--- src/rtl/chan_scan_seq_if.sv ---
// rtl/chan_scan_seq_if.sv - control/status bundle between scan sequencer and its host
interface chan_scan_seq_if #(
  parameter int IDX_W = 7,
  parameter int CNT_W = 16
);
  logic             start;
  logic             abort;
  logic             cont;
  logic [IDX_W-1:0] first_ch;
  logic [IDX_W-1:0] last_ch;
  logic [CNT_W-1:0] dwell;
  logic [CNT_W-1:0] gap;
  logic [IDX_W-1:0] ch_idx;
  logic             ch_valid;
  logic             sample_stb;
  logic             busy;
  logic             done;
  logic             cfg_err;

  modport master (
    output start, abort, cont, first_ch, last_ch, dwell, gap,
    input  ch_idx, ch_valid, sample_stb, busy, done, cfg_err
  );

  modport slave (
    input  start, abort, cont, first_ch, last_ch, dwell, gap,
    output ch_idx, ch_valid, sample_stb, busy, done, cfg_err
  );
endinterface

--- src/rtl/chan_scan_seq.sv ---
// rtl/chan_scan_seq.sv - channel scan sequencer feeding the one-hot channel decoder
module chan_scan_seq #(
  parameter int NCH       = 80,
  parameter int IDX_W     = 7,
  parameter int CNT_W     = 16,
  parameter int BLANK_IDX = 127
) (
  input  logic            clk,
  input  logic            rst,
  chan_scan_seq_if.slave  bus
);
  localparam logic [IDX_W-1:0] BLANK = IDX_W'(BLANK_IDX);

  typedef enum logic [1:0] {IDLE, GAP, DWELL} state_t;

  state_t           state;
  logic [IDX_W-1:0] cur;
  logic [IDX_W-1:0] first_r;
  logic [IDX_W-1:0] last_r;
  logic [CNT_W-1:0] dwell_r;
  logic [CNT_W-1:0] gap_r;
  logic             cont_r;
  logic [CNT_W-1:0] cnt;  // cycles remaining in the current GAP/DWELL segment, minus one

  logic [IDX_W-1:0] next_cur;
  logic             bad_cfg;

  assign next_cur = (cur == last_r) ? first_r : cur + IDX_W'(1);
  assign bad_cfg  = (bus.first_ch > bus.last_ch) || (bus.last_ch >= IDX_W'(NCH)) ||
                    (bus.dwell == '0);

  always_ff @(posedge clk) begin
    if (rst) begin
      state          <= IDLE;
      cur            <= '0;
      first_r        <= '0;
      last_r         <= '0;
      dwell_r        <= '0;
      gap_r          <= '0;
      cont_r         <= 1'b0;
      cnt            <= '0;
      bus.ch_idx     <= BLANK;
      bus.ch_valid   <= 1'b0;
      bus.sample_stb <= 1'b0;
      bus.busy       <= 1'b0;
      bus.done       <= 1'b0;
      bus.cfg_err    <= 1'b0;
    end else begin
      bus.sample_stb <= 1'b0;
      bus.done       <= 1'b0;
      bus.cfg_err    <= 1'b0;
      if (bus.abort) begin
        state        <= IDLE;
        bus.ch_idx   <= BLANK;
        bus.ch_valid <= 1'b0;
        bus.busy     <= 1'b0;
      end else begin
        case (state)
          IDLE: begin
            if (bus.start) begin
              if (bad_cfg) begin
                bus.cfg_err <= 1'b1;
              end else begin
                first_r  <= bus.first_ch;
                last_r   <= bus.last_ch;
                dwell_r  <= bus.dwell;
                gap_r    <= bus.gap;
                cont_r   <= bus.cont;
                cur      <= bus.first_ch;
                bus.busy <= 1'b1;
                if (bus.gap != '0) begin
                  state <= GAP;
                  cnt   <= bus.gap - CNT_W'(1);
                end else begin
                  state          <= DWELL;
                  cnt            <= bus.dwell - CNT_W'(1);
                  bus.ch_idx     <= bus.first_ch;
                  bus.ch_valid   <= 1'b1;
                  bus.sample_stb <= (bus.dwell == CNT_W'(1));
                end
              end
            end
          end
          GAP: begin
            if (cnt == '0) begin
              state          <= DWELL;
              cnt            <= dwell_r - CNT_W'(1);
              bus.ch_idx     <= cur;
              bus.ch_valid   <= 1'b1;
              bus.sample_stb <= (dwell_r == CNT_W'(1));
            end else begin
              cnt <= cnt - CNT_W'(1);
            end
          end
          DWELL: begin
            if (cnt != '0) begin
              cnt            <= cnt - CNT_W'(1);
              bus.sample_stb <= (cnt == CNT_W'(1));
            end else if (cur == last_r && !cont_r) begin
              state        <= IDLE;
              bus.ch_idx   <= BLANK;
              bus.ch_valid <= 1'b0;
              bus.busy     <= 1'b0;
              bus.done     <= 1'b1;
            end else begin
              cur <= next_cur;
              if (gap_r != '0) begin
                state        <= GAP;
                cnt          <= gap_r - CNT_W'(1);
                bus.ch_idx   <= BLANK;
                bus.ch_valid <= 1'b0;
              end else begin
                cnt            <= dwell_r - CNT_W'(1);
                bus.ch_idx     <= next_cur;
                bus.sample_stb <= (dwell_r == CNT_W'(1));
              end
            end
          end
          default: state <= IDLE;
        endcase
      end
    end
  end
endmodule

--- src/flat_wrapper.sv ---
// flat-port wrapper written by rule: the top's interface ports become plain ports
module chan_scan_seq_flat 
#(
  parameter int NCH       = 80,
  parameter int IDX_W     = 7,
  parameter int CNT_W     = 16,
  parameter int BLANK_IDX = 127
)
  (clk, rst, bus_start, bus_abort, bus_cont, bus_first_ch, bus_last_ch, bus_dwell, bus_gap, bus_ch_idx, bus_ch_valid, bus_sample_stb, bus_busy, bus_done, bus_cfg_err);
  chan_scan_seq_if #(.IDX_W(IDX_W), .CNT_W(CNT_W)) bus_i ();
  input  logic clk;
  input  logic rst;
  input wire logic [$bits(bus_i.start)-1:0] bus_start;
  input wire logic [$bits(bus_i.abort)-1:0] bus_abort;
  input wire logic [$bits(bus_i.cont)-1:0] bus_cont;
  input wire logic [$bits(bus_i.first_ch)-1:0] bus_first_ch;
  input wire logic [$bits(bus_i.last_ch)-1:0] bus_last_ch;
  input wire logic [$bits(bus_i.dwell)-1:0] bus_dwell;
  input wire logic [$bits(bus_i.gap)-1:0] bus_gap;
  output wire logic [$bits(bus_i.ch_idx)-1:0] bus_ch_idx;
  output wire logic [$bits(bus_i.ch_valid)-1:0] bus_ch_valid;
  output wire logic [$bits(bus_i.sample_stb)-1:0] bus_sample_stb;
  output wire logic [$bits(bus_i.busy)-1:0] bus_busy;
  output wire logic [$bits(bus_i.done)-1:0] bus_done;
  output wire logic [$bits(bus_i.cfg_err)-1:0] bus_cfg_err;
  assign bus_i.start = bus_start;
  assign bus_i.abort = bus_abort;
  assign bus_i.cont = bus_cont;
  assign bus_i.first_ch = bus_first_ch;
  assign bus_i.last_ch = bus_last_ch;
  assign bus_i.dwell = bus_dwell;
  assign bus_i.gap = bus_gap;
  assign bus_ch_idx = bus_i.ch_idx;
  assign bus_ch_valid = bus_i.ch_valid;
  assign bus_sample_stb = bus_i.sample_stb;
  assign bus_busy = bus_i.busy;
  assign bus_done = bus_i.done;
  assign bus_cfg_err = bus_i.cfg_err;
  chan_scan_seq #(.NCH(NCH), .IDX_W(IDX_W), .CNT_W(CNT_W), .BLANK_IDX(BLANK_IDX)) u_core (.clk(clk), .rst(rst), .bus(bus_i));
endmodule
--- config.mk ---
export PLATFORM = sky130hd
export DESIGN_NAME = chan_scan_seq_flat
export DESIGN_NICKNAME = d
export VERILOG_FILES = /design/src/rtl/chan_scan_seq_if.sv /design/src/rtl/chan_scan_seq.sv /design/src/flat_wrapper.sv
export SDC_FILE = /design/constraint.sdc
export NUM_CORES = 1
export LEC_CHECK = 0
export ABC_AREA = 1
export CAP_MARGIN = 20
export CORE_MARGIN = 2
export CORE_UTILIZATION = 64
export CTS_CLUSTER_SIZE = 30
export DETAILED_ROUTE_END_ITERATION = 10
export GPL_TIMING_DRIVEN = 0
export PLACE_DENSITY = 0.93
export SYNTH_ARGS = -nofsm -noshare
export SYNTH_HDL_FRONTEND = slang
export SYNTH_SLANG_ARGS = --single-unit
--- constraint.sdc ---
create_clock -name clk -period 4.32 [get_ports clk]
set_clock_uncertainty 0.15 [all_clocks]
set_input_delay 0.864 -clock clk [delete_from_list [all_inputs] [get_ports clk]]
set_output_delay 0.864 -clock clk [all_outputs]
set_load 0.005 [all_outputs]
# Word-level counts from Yosys, hierarchy flattened
# Cells that the tools add are included.
[totals] ff_bits=84 out_inout_bits=12 elab_cells=117 in_bits=51
[op_classes] magnitude_cmp=2 addsub=6 n_eq_ne=15 bitwise_logic=5 n_mux=53 n_reduce_logical=22
[ops] op="$mux 16" n=7
[ops] op="$mux 7" n=12
[ops] op="$sub 16x1->16 const B" n=5
[ops] op="$eq 16x1->1 const B" n=3
[ops] op="$pmux 16 s3" n=1
[ops] op="$reduce_bool 16->1" n=3
[ops] op="$logic_not 16->1" n=2
[ops] op="$pmux 7 s3" n=1
[ops] op="$mux 1" n=20
[ops] op="$reduce_and 5->1" n=3
[ops] op="$mux 2" n=7
[ops] op="$pmux 7 s2" n=1
[ops] op="$reduce_and 6->1" n=2
[ops] op="$ne 2x2->1 const B" n=5
[ops] op="$reduce_or 4->1" n=2
[ops] op="$add 7x1->7 const B" n=1
[ops] op="$eq 7x7->1" n=1
[ops] op="$ge 7x7->1 const B" n=1
[ops] op="$gt 7x7->1" n=1
[ops] op="$reduce_and 7->1" n=1
[ops] op="$pmux 1 s3" n=2
[ops] op="$pmux 2 s3" n=1
[ops] op="$not 1->1" n=5
[ops] op="$ne 2x1->1 const B" n=2
[ops] op="13 further kinds" n=14

# Depth between registers and ports, before layout
# Gate-level depths: netlist of the first run.
[depth] ltp_word=6 mapped_depth=16 depth_no_buf=15

# Least setup slack after synthesis of the first run
# OpenSTA, ideal clock, no wires.
[synth_path] path_kind="input to register" from="in bus_last_ch[6]" to="reg u_core.cnt[6]" slack_ps=1798 cell_stages=13 path_buffers=0 setup_ps=111 arrival_time_ps=2260 t_required_ps=4059 path_cell_list="inv_1 > ha_1 > nand2_1 > inv_1 > a21oi_1 > nand2_1 > nand2_1 > nand3_2 > nand2_4 > nand3_4 > or2_2 > nor2_1 > nor2_1"
[synth_between] elab_chain_len=5 word_cells_on_any_way=6 classes_between="2 x order compare; 1 x eq/ne; 3 x reduce/logical"
[synth_rtl] item="from (decl)" line="flat_wrapper.sv:17" rtl="input wire logic [$bits(bus_i.last_ch)-1:0] bus_last_ch;"
[synth_rtl] item="$gt 7x7->1 or $ge 7x7->1 (tied branches)" line="chan_scan_seq.sv:29" rtl="assign bad_cfg = (bus.first_ch > bus.last_ch) || (bus.last_ch >= IDX_W'(NCH)) ||"
[synth_rtl] item="$logic_or 1x1->1 * (2 in series)" line="chan_scan_seq.sv:29"
[synth_rtl] item="$ne 2x2->1 (no source line) *"
[synth_rtl] item="$reduce_and 5->1 (no source line) *"
[synth_rtl] item="to (signal assigned)" line="chan_scan_seq.sv:73" rtl="cnt <= bus.gap - CNT_W'(1);"
[synth_rtl] item="to (signal assigned)" line="chan_scan_seq.sv:76" rtl="cnt <= bus.dwell - CNT_W'(1);"
[synth_rtl] item="to (signal assigned)" line="chan_scan_seq.sv:87" rtl="cnt <= dwell_r - CNT_W'(1);"
[synth_rtl] item="to (decl)" line="chan_scan_seq.sv:23" rtl="logic [CNT_W-1:0] cnt;"
# Mark *: on every way between the ends. The rest lies on a longest branch, timed or not.
# A chain may end at the register's enable or synchronous reset.

# Worst setup path after layout of the first run
[layout_path] from="in bus_last_ch[6]" to="reg u_core.dwell_r[15]"
[layout_between] elab_chain_len=5 word_cells_on_any_way=6 classes_between="2 x order compare; 1 x bitwise; 3 x reduce/logical"
[layout_rtl] item="$gt 7x7->1 or $ge 7x7->1 (tied branches)" line="chan_scan_seq.sv:29"
[layout_rtl] item="$logic_or 1x1->1 * (2 in series)" line="chan_scan_seq.sv:29"
[layout_rtl] item="$not 1->1 (no source line) *"
[layout_rtl] item="$reduce_and 4->1 (no source line) *"
[layout_rtl] item="to (signal assigned)" line="chan_scan_seq.sv:66" rtl="dwell_r <= bus.dwell;"
[layout_rtl] item="to (decl)" line="chan_scan_seq.sv:20" rtl="logic [CNT_W-1:0] dwell_r;"
# Marked as above.

==> impl_metrics.ini, run 1 <==
[grt]
grt_util_all_layers = 0.416
grt_pass1_wl_mm = 36.6
grt_pass1_vias = 7188
grt_max_degree = 16
grt_overflow_total = 0
antenna_found_initial = 0

[yosys]
synth_cell_types = 42
syn_area_sq_um = 6810
yosysTopAreaCell = dfxtp_1
syn_inst = 1101
synth_top_area_frac = 0.247
synth_ff_type = dfxtp_1
avgSynthCellArea_sq_um = 6.19
synth_nets = 1176
ys_ff_latch = 84
ys_async_sr_fraction = 0
ys.warnings.count = 0
synthTopCellsByArea = dfxtp_1, nand2_1, nor2_1, a21oi_1, nand3_1
synth_seq_area_share = 0.247
synth_edf_count = 0

[worst_setup_path]
critPathArrivalTime_ps = 3300
crit_path_max_fanout = 10
startpoint_type = input pin
worstPathRequired_ps = 4430
endpoint_kind = register
path_common_cell = nand2_1
path_cells = clkdlybuf4s50_1 > inv_1 > ha_1 > nand2_1 > inv_1 > a21oi_1 > nand2_1 > nand2_1 > nand3_2 > inv_2 > nand2_4 > buf_2 > o21ai_0 > a21oi_1
cp_slowest_cell = clkdlybuf4s50_1
crit_type = input pin to register
max_stage_delay_ps = 500
worst-path-buf-inv = 5
crit_family = buffers and inverters

[clock_network]
insertion_delay_ps = 380
cts_root_buffer = clkbuf_8
htree_levels = 3
cts_tree = built
cts_hold_buf = 0
cts_buffers = 9
cts_setup_buffers = 0
clock_sinks = 84
cts.path.max_buffers = 2
cts_resized = 0
clkTransAtPathRegs_ps = 90

[sta]
fin_setup_tns_ps = 0
fmax_ghz = 0.313
rsz0062_at_grt = no
tightest_slew_ps = 795
final-setup-viol-count = 0
timing.final.crit_share = 0.739
slew_headroom = 0.463
drv_slew = 0
min_period_ps = 3190
final-hold-violation-count = 0

[outcome]
status = finished, final reports clean

[worst_hold_path]
hold_class = register to register

[route]
avgViaCountPerCell = 5.92
drt_wl_total_mm = 23.4
wl_per_cell_um = 17.8
drt_first_pass_iters = 5
drtIter0Drc = 998
antenna_left = 0
num_vias = 7775
drc = 0

[pwr]
ir_drop_mv = 0.196
p_leak_nw = 3.56
p_per_area_nw_per_um2 = 315

[finish]
postLayoutCoreUtil = 0.753
diodes = 0
area_delta_synth_final_pct = 14.0
final_cell_mix = nand2_1, nor2_1, inv_1
drive_gt1_frac = 0.0840
layout_commonest_cell = nand2_1
fin_nets = 1248

[floorplan]
die_width_um = 107
initial_core_util = 0.660
rows = 37
die_area_sq_um = 11500
die_y_um = 107
core_region_area_sq_um = 10300
io_pins = 63

[placed_design]
hpwl_mm = 18.7
gp_congestion = 1.04
numPortBuffers = 61

[job]
drv_cap = 0
-- cells by family after synthesis --
logic type	after synthesis	synth area share
AND/OR/NAND/NOR	576	0.385
XOR/XNOR	40	0.0514
AO/OA/AOI/OAI	211	0.168
buffers and inverters	166	0.104
adder cells (fa/ha/maj)	24	0.0441
flip-flops	84	0.247
-- report_power, final --
group,internal [W],total [W],switching [W]
sequential,0.000822,0.000869,0.0000472
combinational,0.000338,0.00103,0.000688
clock,0.000217,0.000550,0.000333
-- worst reg2reg max path, stage by stage (launching register included) --
cell and delay (ps):
dfxtp_1 440, inv_1 100, ha_1 290, clkbuf_1 240, inv_1 300, clkbuf_1 560
o211ai_1 300, nand2_1 140, o21a_1 110
-- layer usage --
metal	up-vias	GRT usage	wire, um
li1	3695	-	-
met3	74	0.0888	2630
met1	3539	0.545	9350
met5	-	0	0
met4	0	0.208	1050
met2	467	0.643	10400
-- per-stage QoR --
step                area, sq um  hold WS (ps)  std cells  power (W)  setup WS, ps
global placement           7590           294       1298    0.00186           828
CTS                        7770           314       1314    0.00240          1180
finish                     7770           315       1314    0.00245          1130
detailed placement         7590           301       1298    0.00187           783
floorplan                  6810           280       1101    0.00157          1800
global route               7770           343       1314    0.00257           900
-- area by class of cell --
class / count / area [sq um]
buffer: 33 / 211
clock buffer: 10 / 128
sequential: 84 / 1680
inverter: 133 / 500
multi-input combinational: 851 / 4420
timing repair buffer: 61 / 611
clock inverter: 6 / 47.5
tap: 136 / 170
fill: 879 / 2550
-- final timing paths --
path	to	cells past startpoint	from	slack, ps
worst min-delay path	u_core.first_r[4]	2	u_core.first_r[4]	320
worst max-delay path	u_core.dwell_r[15]	14	bus_last_ch[6]	1130
worst max register to register	u_core.cnt[7]	8	u_core.state[0]	1640
worst min register to register	u_core.first_r[4]	2	u_core.first_r[4]	320
-- Yosys cell counts (3+ instances only) --
cell and number:
a21oi_1 104, a21oi_2 3, a31oi_1 5, buf_2 10
buf_6 10, clkbuf_1 13, dfxtp_1 84, ha_1 24
inv_1 117, inv_2 13, nand2_1 268, nand2_2 8
nand2_4 3, nand3_1 88, nand3_2 4, nand3_4 3
nand4_1 13, nand4_4 3, nor2_1 150, nor2_2 10
nor2_4 9, nor3_1 6, o211ai_1 11, o21a_1 6
o21ai_0 68, o21ai_1 5, o21bai_1 5, or2_2 3
xnor2_1 5, xor2_1 35
-- registers in the layout, summed over array words and instances (netlist names) --
name,flops
u_core.bus.done,1
u_core.bus.cfg_err,1
u_core.cont_r,1
u_core.first_r,7
u_core.cnt,16
u_core.bus.busy,1
u_core.dwell_r,16
u_core.bus.sample_stb,1
u_core.cur,7
u_core.bus.ch_idx,7
u_core.state,2
u_core.last_r,7
u_core.gap_r,16
u_core.bus.ch_valid,1
(Power assumes the default switching activity.)
==> run 2, diff against run 1 <==
--- a/config.mk
+++ b/config.mk
@@ -8,11 +8,11 @@
 export ABC_AREA = 1
 export CAP_MARGIN = 20
 export CORE_MARGIN = 2
-export CORE_UTILIZATION = 64
+export CORE_UTILIZATION = 53
 export CTS_CLUSTER_SIZE = 30
 export DETAILED_ROUTE_END_ITERATION = 10
 export GPL_TIMING_DRIVEN = 0
-export PLACE_DENSITY = 0.93
+export PLACE_DENSITY = 0.82
 export SYNTH_ARGS = -nofsm -noshare
 export SYNTH_HDL_FRONTEND = slang
 export SYNTH_SLANG_ARGS = --single-unit
==> constraint.sdc (replaced) <==
create_clock -name clk -period 2.8 [get_ports clk]
set_clock_uncertainty 0.15 [all_clocks]
set_input_delay 0.56 -clock clk [delete_from_list [all_inputs] [get_ports clk]]
set_output_delay 0.56 -clock clk [all_outputs]
set_load 0.005 [all_outputs]
==> run 2 against run 1 <==
Hold slack lost 0.50 ps. Total power grew 71%. Non-clock buffer count grew 5. Wire length shrank 0.17%. Critical endpoint is now u_core.cur[5]. First-iteration DRC count shrank 6.1%. Global-route usage shrank 7.6 points. Setup slack lost 1000 ps. Sequential power grew 54%. Sequential share of layout area shrank 0.72 points. Combinational power grew 54%. Highest routed layer unchanged. Clock-buffer cell count is the same. Die area grew 20%.
==> impl_metrics.ini, run 2 (synthesis gave the netlist of run 1 again) <==
[finish]
layout_commonest_cell = nand2_1
fin_nets = 1253
diodes = 0
drive_gt1_frac = 0.0956
final_cells = 1354
area_delta_synth_final_pct = 18.0
final_cell_mix = nand2_1, nor2_1, inv_1
reg_top3 = u_core.cnt x16, u_core.dwell_r x16, u_core.gap_r x16
postLayoutCoreUtil = 0.640

[floorplan]
die_area_sq_um = 13800
core_region_area_sq_um = 12600
io_pins = 63
initial_core_util = 0.542
die_width_um = 117
die_y_um = 117
rows = 41

[worst_setup_path]
cp_slowest_cell = clkdlybuf4s50_1
rr_endpoint = u_core.cnt[7]
worstPathRequired_ps = 2940
path_cells = clkdlybuf4s50_1 > ha_1 > nand2_1 > inv_1 > a21oi_2 > nand2_1 > nand2_2 > nand3_4 > nand2_4 > buf_4 > nand4_4 > buf_6 > nand2_2 > nand2_1 > nor2_1
worst-path-buf-inv = 4
endpoint_kind = register
crit_type = input pin to register
crit_family = buffers and inverters
path_common_cell = nand2_1
critPathArrivalTime_ps = 2820
crit_path_max_fanout = 5
max_stage_delay_ps = 600
r2r_slack_ps = 160
startpoint_type = input pin
reg2regPathDepth = 8
reg2reg_from = u_core.state[0]

[grt]
grt_pass1_wl_mm = 37.1
antenna_found_initial = 0
grt_max_degree = 15
grt_pass1_vias = 6923
grt_overflow_total = 0
grt_util_all_layers = 0.340

[route]
drtIter0Drc = 937
num_vias = 7706
avgViaCountPerCell = 5.69
drt_first_pass_iters = 6
drt_wl_total_mm = 23.4
drc = 0
wl_per_cell_um = 17.3
antenna_left = 0

[sta]
min_period_ps = 2670
tightest_slew_ps = 778
drv_slew = 0
final-setup-viol-count = 0
slew_headroom = 0.475
fin_setup_tns_ps = 0
fmax_ghz = 0.374
final-hold-violation-count = 0
timing.final.crit_share = 0.955

[pwr]
p_per_area_nw_per_um2 = 519
p_leak_nw = 3.66
ir_drop_mv = 0.285

[clock_network]
insertion_delay_ps = 360
cts_root_buffer = clkbuf_16
cts.path.max_buffers = 2
cts_tree = built
cts_buffers = 9
cts_hold_buf = 0
clock_sinks = 84
clkTransAtPathRegs_ps = 60
htree_levels = 3

[placed_design]
dp_cells = 1334
hpwl_mm = 18.5
numPortBuffers = 61
gp_congestion = 0.975

[outcome]
status = finished, final reports clean

[worst_hold_path]
hold_class = register to register
holdPathEnd = u_core.bus.ch_idx[3]
hold_depth = 2
hp-start = u_core.bus.ch_idx[3]

[job]
drv_cap = 0
==> run 2: how the worst max path moves through the flow <==
stage / endpoint / start / cells after the start / slack (ps)
final: u_core.cur[5] / bus_first_ch[5] / 15 / 130
after global routing: u_core.cur[1] / bus_last_ch[6] / 16 / -10
after CTS: u_core.dwell_r[14] / bus_dwell[11] / 11 / 10
after detailed placement: u_core.dwell_r[15] / bus_last_ch[6] / 14 / -450
after global placement: u_core.dwell_r[15] / bus_last_ch[6] / 14 / -440
after floorplan: u_core.cnt[6] / bus_last_ch[6] / 13 / 580
==> run 2: power by group <==
part | switching [W] | internal, W
Clock | 0.000525 | 0.000714
Combinational | 0.00106 | 0.000539
Sequential | 0.0000721 | 0.00127
==> run 2: timing repair <==
item                                    CTS  global route
gates resized for setup                   2            20
gates cloned                              0             1
endpoints found under the setup margin    2            74
pin swaps                                 0             1
setup buffers                             0             4
==> run 2: stage by stage <==
| step | worst slack (ps) | total power [W] | area, sq um | hold slack (ps) |
|---|---|---|---|---|
| floorplan | 582 | 0.00242 | 6810 | 280 |
| global placement | -442 | 0.00287 | 7640 | 301 |
| detailed placement | -451 | 0.00288 | 7640 | 304 |
| CTS | 10.5 | 0.00411 | 7940 | 316 |
| global route | -11.4 | 0.00439 | 8040 | 329 |
| finish | 125 | 0.00418 | 8040 | 315 |
==> run 2: routing by layer <==
metal / global-route usage / share of wire / up-vias
met5: 0 / 0 / -
li1: - / - / 3727
met3: 0.0579 / 0.098 / 82
met1: 0.470 / 0.43 / 3468
met2: 0.525 / 0.43 / 429
met4: 0.139 / 0.037 / 0
==> run 2: final cells by class <==
| type | count | area [sq um] |
|---|---|---|
| repair buffers | 66 | 657 |
| plain buffers | 33 | 214 |
| flip-flops and latches | 84 | 1680 |
| inverters | 133 | 505 |
| multi-input cells | 851 | 4470 |
| fillers | 1233 | 4530 |
| clock inverters | 5 | 60.1 |
| well taps | 172 | 215 |
| clock buffers | 10 | 239 |
==> run 2: worst reg2reg max path: cells and delay by family, from the launching register on <==
family          cells  cell delay [ps]
compound gates      2              430
fa+ha+maj           1              290
buf+inv             4             1160
flops               1              420
simple gates        1              140
